`src/rtl/guess_scorer_1a2b.sv`:
```
// guess_scorer_1a2b: assembles classifier digits into a DIGITS-long guess and
// scores it against a loaded secret with 1A2B rules, one position per cycle.
// It also tracks turns and reports win or lose.
// Optional feature macro: DUP_REJECT_EN. When it is defined, a digit that
// duplicates an already captured position is rejected and err_dup pulses.
module guess_scorer_1a2b #(
  parameter int DIGITS     = 4,
  parameter int DIGIT_BITS = 4,
  parameter int MAX_TURNS  = 10
) (
  input  logic                         clk,
  input  logic                         rst_n,
  input  logic [DIGIT_BITS-1:0]        digit_in,
  input  logic                         digit_valid,
  input  logic                         secret_load,
  input  logic [DIGITS*DIGIT_BITS-1:0] secret_in,
  input  logic                         guess_clear,
  output logic [DIGITS*DIGIT_BITS-1:0] guess_digits,
  output logic [3:0]                   guess_count,
  output logic [3:0]                   score_a,
  output logic [3:0]                   score_b,
  output logic                         score_valid,
  output logic                         busy,
  output logic [3:0]                   turns,
  output logic                         win,
  output logic                         lose,
  output logic                         err_range,
  output logic                         err_dup,
  output logic                         err_secret
);

  localparam int GW = DIGITS * DIGIT_BITS;
  localparam logic [3:0] DIG4  = 4'(DIGITS);
  localparam logic [3:0] MAX4  = 4'(MAX_TURNS);
  localparam logic [DIGIT_BITS-1:0] MAX_DIGIT = DIGIT_BITS'(9);

  typedef enum logic [2:0] {
    S_IDLE,
    S_COLLECT,
    S_SCORE,
    S_WIN,
    S_LOSE
  } state_t;

  state_t state, state_d;

  logic          dv_prev;
  logic          dv_rise;
  logic [GW-1:0] secret;
  logic [3:0]    idx;
  logic [3:0]    acc_a, acc_b;
  logic [GW-1:0] guess_cap;
  logic [DIGIT_BITS-1:0] g_cur, s_cur;
  logic          a_hit, b_hit, in_secret;
  logic          secret_ok;
  logic [3:0]    turns_inc;

  logic load_go, load_bad, clr_go, cap_go, rng_go, step_go, done_go;
`ifdef DUP_REJECT_EN
  logic dup_go;
  logic dup_hit;
`endif

  // Position 0 lives in the most significant nibble.
  function automatic logic [DIGIT_BITS-1:0] nib_of(input logic [GW-1:0] v,
                                                   input int unsigned p);
    return v[(DIGITS-1-p)*DIGIT_BITS +: DIGIT_BITS];
  endfunction

  assign dv_rise   = digit_valid & ~dv_prev;
  assign busy      = (state == S_SCORE);
  assign turns_inc = (turns == 4'hF) ? turns : turns + 4'd1;

  // Secret validation: every digit 0..9 and all digits pairwise distinct.
  always_comb begin
    secret_ok = 1'b1;
    for (int unsigned i = 0; i < DIGITS; i++) begin
      if (nib_of(secret_in, i) > MAX_DIGIT) secret_ok = 1'b0;
      for (int unsigned j = i + 1; j < DIGITS; j++) begin
        if (nib_of(secret_in, i) == nib_of(secret_in, j)) secret_ok = 1'b0;
      end
    end
  end

  // Guess image with digit_in written at the next free position.
  always_comb begin
    guess_cap = guess_digits;
    for (int unsigned p = 0; p < DIGITS; p++) begin
      if (4'(p) == guess_count)
        guess_cap[(DIGITS-1-p)*DIGIT_BITS +: DIGIT_BITS] = digit_in;
    end
  end

`ifdef DUP_REJECT_EN
  // Duplicate detection against positions already captured.
  always_comb begin
    dup_hit = 1'b0;
    for (int unsigned p = 0; p < DIGITS; p++) begin
      if (4'(p) < guess_count && nib_of(guess_digits, p) == digit_in)
        dup_hit = 1'b1;
    end
  end
`endif

  // Per-position A/B evaluation for the scorer index.
  always_comb begin
    g_cur     = '0;
    s_cur     = '0;
    in_secret = 1'b0;
    for (int unsigned p = 0; p < DIGITS; p++) begin
      if (4'(p) == idx) begin
        g_cur = nib_of(guess_digits, p);
        s_cur = nib_of(secret, p);
      end
    end
    for (int unsigned p = 0; p < DIGITS; p++) begin
      if (nib_of(secret, p) == g_cur) in_secret = 1'b1;
    end
    a_hit = (g_cur == s_cur);
    b_hit = ~a_hit & in_secret;
  end

  // Next-state and control strobes; secret_load outranks everything.
  always_comb begin
    state_d  = state;
    load_go  = secret_load & secret_ok;
    load_bad = secret_load & ~secret_ok;
    clr_go   = 1'b0;
    cap_go   = 1'b0;
    rng_go   = 1'b0;
    step_go  = 1'b0;
    done_go  = 1'b0;
`ifdef DUP_REJECT_EN
    dup_go   = 1'b0;
`endif
    if (load_go) begin
      state_d = S_COLLECT;
    end else if (!load_bad) begin
      unique case (state)
        S_COLLECT: begin
          if (guess_clear) begin
            clr_go = 1'b1;
          end else if (dv_rise) begin
            if (digit_in > MAX_DIGIT) begin
              rng_go = 1'b1;
`ifdef DUP_REJECT_EN
            end else if (dup_hit) begin
              dup_go = 1'b1;
`endif
            end else begin
              cap_go = 1'b1;
              if (guess_count == DIG4 - 4'd1) state_d = S_SCORE;
            end
          end
        end
        S_SCORE: begin
          // idx == DIGITS is the extra finalize cycle after the last position.
          if (idx == DIG4) begin
            done_go = 1'b1;
            if (acc_a == DIG4)          state_d = S_WIN;
            else if (turns_inc == MAX4) state_d = S_LOSE;
            else                        state_d = S_COLLECT;
          end else begin
            step_go = 1'b1;
          end
        end
        default: state_d = state;
      endcase
    end
  end

  // State register.
  always_ff @(posedge clk) begin
    if (!rst_n) state <= S_IDLE;
    else        state <= state_d;
  end

  // Datapath: capture, scoring accumulators, results and error pulses.
  always_ff @(posedge clk) begin
    if (!rst_n) begin
      dv_prev      <= 1'b0;
      secret       <= '0;
      guess_digits <= '0;
      guess_count  <= '0;
      idx          <= '0;
      acc_a        <= '0;
      acc_b        <= '0;
      score_a      <= '0;
      score_b      <= '0;
      score_valid  <= 1'b0;
      turns        <= '0;
      win          <= 1'b0;
      lose         <= 1'b0;
      err_range    <= 1'b0;
      err_secret   <= 1'b0;
    end else begin
      dv_prev     <= digit_valid;
      score_valid <= 1'b0;
      err_range   <= rng_go;
      err_secret  <= load_bad;
      if (load_go) begin
        secret       <= secret_in;
        guess_digits <= '0;
        guess_count  <= '0;
        idx          <= '0;
        acc_a        <= '0;
        acc_b        <= '0;
        score_a      <= '0;
        score_b      <= '0;
        turns        <= '0;
        win          <= 1'b0;
        lose         <= 1'b0;
      end
      if (clr_go) begin
        guess_digits <= '0;
        guess_count  <= '0;
      end
      if (cap_go) begin
        guess_digits <= guess_cap;
        guess_count  <= guess_count + 4'd1;
        idx          <= '0;
        acc_a        <= '0;
        acc_b        <= '0;
      end
      if (step_go) begin
        acc_a <= acc_a + {3'b000, a_hit};
        acc_b <= acc_b + {3'b000, b_hit};
        idx   <= idx + 4'd1;
      end
      if (done_go) begin
        score_a     <= acc_a;
        score_b     <= acc_b;
        score_valid <= 1'b1;
        turns       <= turns_inc;
        guess_count <= '0;
        win         <= (state_d == S_WIN);
        lose        <= (state_d == S_LOSE);
      end
    end
  end

`ifdef DUP_REJECT_EN
  // Duplicate-rejection pulse.
  always_ff @(posedge clk) begin
    if (!rst_n) err_dup <= 1'b0;
    else        err_dup <= dup_go;
  end
`else
  assign err_dup = 1'b0;
`endif

endmodule

```
`config.mk`:
```
export PLATFORM = sky130hd
export DESIGN_NAME = guess_scorer_1a2b
export DESIGN_NICKNAME = d
export VERILOG_FILES = /design/src/rtl/guess_scorer_1a2b.sv
export SDC_FILE = /design/constraint.sdc
export NUM_CORES = 1
export LEC_CHECK = 0
export CAP_MARGIN = 15
export CORE_MARGIN = 5
export CORE_UTILIZATION = 45
export DETAILED_ROUTE_END_ITERATION = 8
export PLACE_DENSITY_LB_ADDON = 0.2
export SLEW_MARGIN = 20
export SYNTH_ARGS = -nofsm -noshare
export SYNTH_HDL_FRONTEND = slang
export SYNTH_SLANG_ARGS = --single-unit
```
`constraint.sdc`:
```
create_clock -name clk -period 3.07 [get_ports clk]
set_input_delay 0.614 -clock clk [delete_from_list [all_inputs] [get_ports clk]]
set_output_delay 0.614 -clock clk [all_outputs]
set_load 0.01 [all_outputs]
```
## After elaboration in Yosys (flattened, before gate mapping)

Cells that the tools add are included.
W data, S select, Z words.

| operators by class | value |
|---|---|
| add/subtract/negate cells | 5 |
| magnitude comparators | 5 |
| equal/unequal tests | 30 |
| multiplexer cells | 73 |
| bitwise operators | 10 |
| reductions and logical operators | 11 |

Operator list:

| kind | count |
|---|---|
| $mux W4 | 23 |
| $mux W16 | 3 |
| $eq A4 B4 Y1 | 11 |
| $mux W1 | 37 |
| $mux W3 | 9 |
| $gt A4 B4 Y1 const B | 5 |
| $eq A2 B4 Y1 const A | 4 |
| $add A4 B1 Y4 const B | 3 |
| $add A4 B1 Y4 | 2 |
| $eq A1 B4 Y1 const A | 2 |
| $eq A4 B3 Y1 const B | 2 |
| $eq A4 B4 Y1 const B | 2 |
| $logic_not A4 Y1 | 2 |
| $ne A2 B1 Y1 const B | 4 |
| $reduce_and A2 Y1 | 4 |
| $eq A3 B2 Y1 const B | 2 |
| $not A1 Y1 | 6 |
| $pmux W3 S2 | 1 |
| $reduce_bool A3 Y1 | 2 |
| $reduce_or A6 Y1 | 1 |
| $and A1 B1 Y1 | 4 |
| $eq A4 B2 Y1 const B | 1 |
| $eq A3 B1 Y1 const B | 1 |
| $eq A3 B3 Y1 const B | 1 |
| 2 further kinds | 2 |

| storage, ports and cells | value |
|---|---|
| register bits | 69 |
| bits of input ports | 25 |
| output and inout bits | 39 |
| word-level logic and storage cells | 153 |

## Depth between registers and ports, before layout

| depth | value |
|---|---|
| depth after elaboration | 17 |
| depth in mapped cells | 15 |
| depth with buffers taken out | 14 |

## Least setup slack after synthesis

No wires, ideal clock.

| timing | value |
|---|---|
| path kind | register to register |
| start | reg idx[0] |
| end | reg acc_b[1] |
| setup time | 0.128 ns |
| arrival | 2.749 ns |
| required time | 2.942 ns |
| slack | 0.193 ns |
| cell stages (with the launch flop) | 14 |
| path buffers | 1 |
| period minus slack after synthesis | 2.877 ns |
| path through | dfxtp_1 -> inv_1 -> ha_1 -> clkbuf_1 -> a21o_1 -> o211ai_1 -> o211ai_1 -> a2111oi_0 -> o211a_1 -> o31a_1 -> ha_1 -> ha_1 -> a22oi_1 -> nor2_1 |

| between the ends | value |
|---|---|
| cells in the longest elaborated chain, start to end | 13 |
| elaborated cells between the ends (all ways) | 31 |
| classes of those cells | 1 x add/sub; 9 x eq/ne; 17 x mux; 2 x bitwise; 2 x reduce/logical |

RTL lines:

| element | line | text |
|---|---|---|
| from (decl) | 50 | `logic [3:0] idx;` |
| from (signal assigned) | 228 | `idx <= idx + 4'd1;` |
| $logic_not A4 Y1 | 111 | `if (4'(p) == idx) begin` |
| $mux W4 (4 in series) | 111 |  |
| $eq A4 B4 Y1 | 117 | `if (nib_of(secret, p) == g_cur) in_secret = 1'b1;` |
| $mux W1 (4 in series) | 117 |  |
| $and A1 B1 Y1 | 120 | `b_hit = ~a_hit & in_secret;` |
| $add A4 B1 Y4 | 227 | `acc_b <= acc_b + {3'b000, b_hit};` |
| $mux W4 | 225 | `if (step_go) begin` |
| to (signal assigned) | 227 |  |
| to (decl) | 51 | `logic [3:0] acc_a, acc_b;` |

Several ways; a longest one is shown, not always the timed one.
A chain may end at the register's enable or synchronous reset.

## Final worst setup path

| timing | value |
|---|---|
| start | reg idx[1] |
| end | reg acc_b[2] |

Same word-level chain as after synthesis.

==> impl_metrics.py <==
metrics = {
    "status": {
        "status": "completed",
    },
    "setup_path": {
        "cp_max_fo": 10,
        "r2r-start": "idx[1]",
        "path_class": "reg2reg",
        "endpoint_kind": "flip-flop",
        "crit_start": "idx[1]",
        "arrival_ns": 3.22,
        "startpoint_type": "flip-flop",
        "cp.required_ns": 3.29,
    },
    "clock_tree": {
        "cts_buffer_depth": 2,
        "path_clk_slew_ns": 0.09,
        "cts_tree": "built",
        "htree_levels": 3,
        "cts-root-buf": "clkbuf_8",
        "clk_latency_ns": 0.35,
        "cts_sinks": 69,
        "numCtsBuffers": 9,
    },
    "global_route": {
        "grt_util_met2_pct": 34.71,
        "grt-busiest-layer": "met2",
        "gr-total-overflow": 0,
        "grt_max_degree": 36,
        "antenna_found_initial": 0,
        "grt.total_usage_pct": 22.28,
        "grt_first_pass_wirelength_um": 20530,
        "met3_usage_pct": 4.636,
        "grt_pass1_vias": 4002,
        "met1_usage_pct": 31.33,
    },
    "die": {
        "dieArea_um2": 11430,
        "io_pins": 64,
        "initial_core_util_pct": 45.95,
        "die_h_um": 106.9,
        "num_rows": 35,
        "die_x_um": 106.9,
        "core_um2": 9196,
    },
    "timing": {
        "max_freq_mhz": 332.7,
        "final.min_clock_period_ns": 3.006,
        "setup_viol": 0,
        "fin_skew_ns": 0.01285,
        "maxSlewViolCount": 0,
        "tightest_slew_ns": 0.7100,
        "slew_headroom_pct": 52.49,
        "finalHoldViolations": 0,
        "final.period_utilization_pct": 97.90,
    },
    "layout": {
        "reg.largest.list": "guess_digits x16, secret x16",
        "finalNetCount": 665,
        "fin_util_pct": 61.01,
        "drive_above_1_share_pct": 16.35,
        "antenna_cells": 0,
        "area_growth_pct": 32.78,
        "layout.cells.non_filler": 741,
        "n_fill_cell": 828,
    },
    "yosys": {
        "synthCells": 528,
        "synth_area_um2": 4225,
        "yosysTopAreaCell": "dfxtp_1",
        "synth_top_flop_cell": "dfxtp_1",
        "async_flop_share_pct": 0,
        "seq_area_frac_synth_pct": 32.69,
        "ys_ff_latch": 69,
        "ys_warn_count": 0,
        "synth_top_area_share_pct": 32.69,
        "avgSynthCellArea_um2": 8.002,
        "ys_top_cells_by_area": "dfxtp_1 (33%), mux2i_1 (7.8%), nor2_1 (5.3%)",
        "synth_edf_count": 0,
        "synth_fp_nets": 567,
        "netlist-cell-type-count": 65,
    },
    "pwr": {
        "power.density_nw_per_um2": 334.0,
        "vdd_drop_max_uv": 251.1,
        "p_leak_uw": 0.002169,
    },
    "route": {
        "wl_um": 12830,
        "drt_pass1_iterations": 6,
        "vias": 4301,
        "routed_via_density": 5.804,
        "drc_errors": 0,
        "postRouteAntennaNets": 0,
        "drt_iter0_drc": 238,
        "routedWlPerCell_um": 17.31,
    },
    "placed_design": {
        "dp.cells": 721,
        "dp_hpwl_um": 9575,
        "port-buffer-count": 62,
        "place.gp.congestion": 1.081,
    },
    "worst_hold_path": {
        "hp-start": "score_a[0]",
        "min_path_type": "reg2reg",
    },
    "run": {
        "maxCapViolCount": 0,
    },
}
-- worst max-delay path: stages, from the launching register on --
cell and delay [ns]:
dfxtp_4 0.38, ha_4 0.20, or3_4 0.37, a211o_1 0.28
and2_4 0.18, xnor2_1 0.13, or4_4 0.43, o21ai_2 0.09
o31a_1 0.23, ha_4 0.19, ha_4 0.13, o21ai_1 0.06
nor2_1 0.14, nor3_2 0.06
-- cells in the final DEF, fill, tap and decap left out, types with 7 or more instances in the layout --
cell type / count
a21oi_1: 34
buf_4: 49
clkbuf_8: 9
clkdlybuf4s50_1: 62
dfxtp_1: 67
ha_1: 8
inv_1: 14
mux2i_1: 33
nand2_1: 53
nand3_1: 31
nand4_1: 10
nor2_1: 59
nor3_1: 11
o21ai_0: 24
xnor2_1: 23
xor2_1: 7
-- Yosys cell counts (all sizes together), types with 3 or more instances --
| library cell | n |
|---|---|
| a211oi | 4 |
| a21boi | 3 |
| a21o | 5 |
| a21oi | 34 |
| a221oi | 3 |
| a22oi | 6 |
| a31oi | 6 |
| and2 | 7 |
| and3 | 3 |
| buf | 11 |
| clkbuf | 14 |
| dfxtp | 69 |
| ha | 14 |
| inv | 16 |
| mux2i | 33 |
| nand2 | 56 |
| nand2b | 5 |
| nand3 | 33 |
| nand3b | 6 |
| nand4 | 10 |
| nor2 | 60 |
| nor2b | 4 |
| nor3 | 12 |
| nor3b | 5 |
| o211a | 3 |
| o211ai | 5 |
| o21ai | 29 |
| o22ai | 5 |
| or2 | 3 |
| xnor2 | 23 |
| xor2 | 7 |
-- through the flow --
stage               setup TNS (ns)  worst slack, ns  hold WS (ns)  power [uW]  cell area [um^2]
floorplan                        0           0.1931        0.4314        1050              4225
global placement           -0.1862          -0.1214        0.4580        1134              5195
detailed placement         -0.2779          -0.1359        0.4600        1135              5195
CTS                              0         0.009065        0.4775        1886              5428
global route              -0.05724         -0.03867        0.5091        1960              5610
finish                           0          0.06447        0.4759        1874              5610
-- cells by family (layout without fill, tap and decap cells) --
logic type	after synthesis	after routing	share of synthesized area (%)
adders and majority gates	14	14	4.146
xor gates and xnor gates	30	30	6.218
DFF	69	69	32.69
AOI/OAI and AO/OA	121	121	18.69
and+or+nand+nor	218	218	25.82
muxes	33	33	7.818
other	1	1	0.08875
buffers and inverters	42	144	4.531
-- area by class of cell --
cell class,count,area [um^2],share of cell area (%)
Tap cell,111,138.9,2.475
Sequential cell,69,1389,24.75
Multi-Input combinational cell,417,2819,50.25
Inverter,17,68.82,1.227
Timing Repair Buffer,112,999.7,17.82
Clock buffer,9,123.9,2.208
Clock inverter,6,71.32,1.271
-- report_power, final --
group / switching, uW / internal (uW) / leakage, uW / total, uW
logic: 108 / 98.3 / 0.00152 / 206
registers: 14.2 / 902 / 0.000558 / 916
clock network: 374 / 378 / 0.0000923 / 752
-- path summary, 6_finish.rpt --
| kind | to | slack [ns] | cells past startpoint |
|---|---|---|---|
| setup / recovery | acc_b[2] | 0.06 | 13 |
| hold / removal | score_a[0] | 0.48 | 2 |
| setup reg to reg | acc_b[2] | 0.06 | 13 |
| hold reg to reg | score_a[0] | 0.48 | 2 |
-- layer usage --
metal	vias up	routed length, um
li1	2082	-
met1	2009	5781
met2	179	5766
met3	31	974
met4	0	306
met5	-	0
-- repair_timing --
item                                    4_1_cts  5_1_grt
gates resized for setup                      12       35
endpoints found under the hold margin         0        0
pin swaps                                     0       15
setup buffers                                 0        6
endpoints found under the setup margin        3        5
hold buffers                                  0        0
No activity file was read; power rests on OpenSTA's default activity.
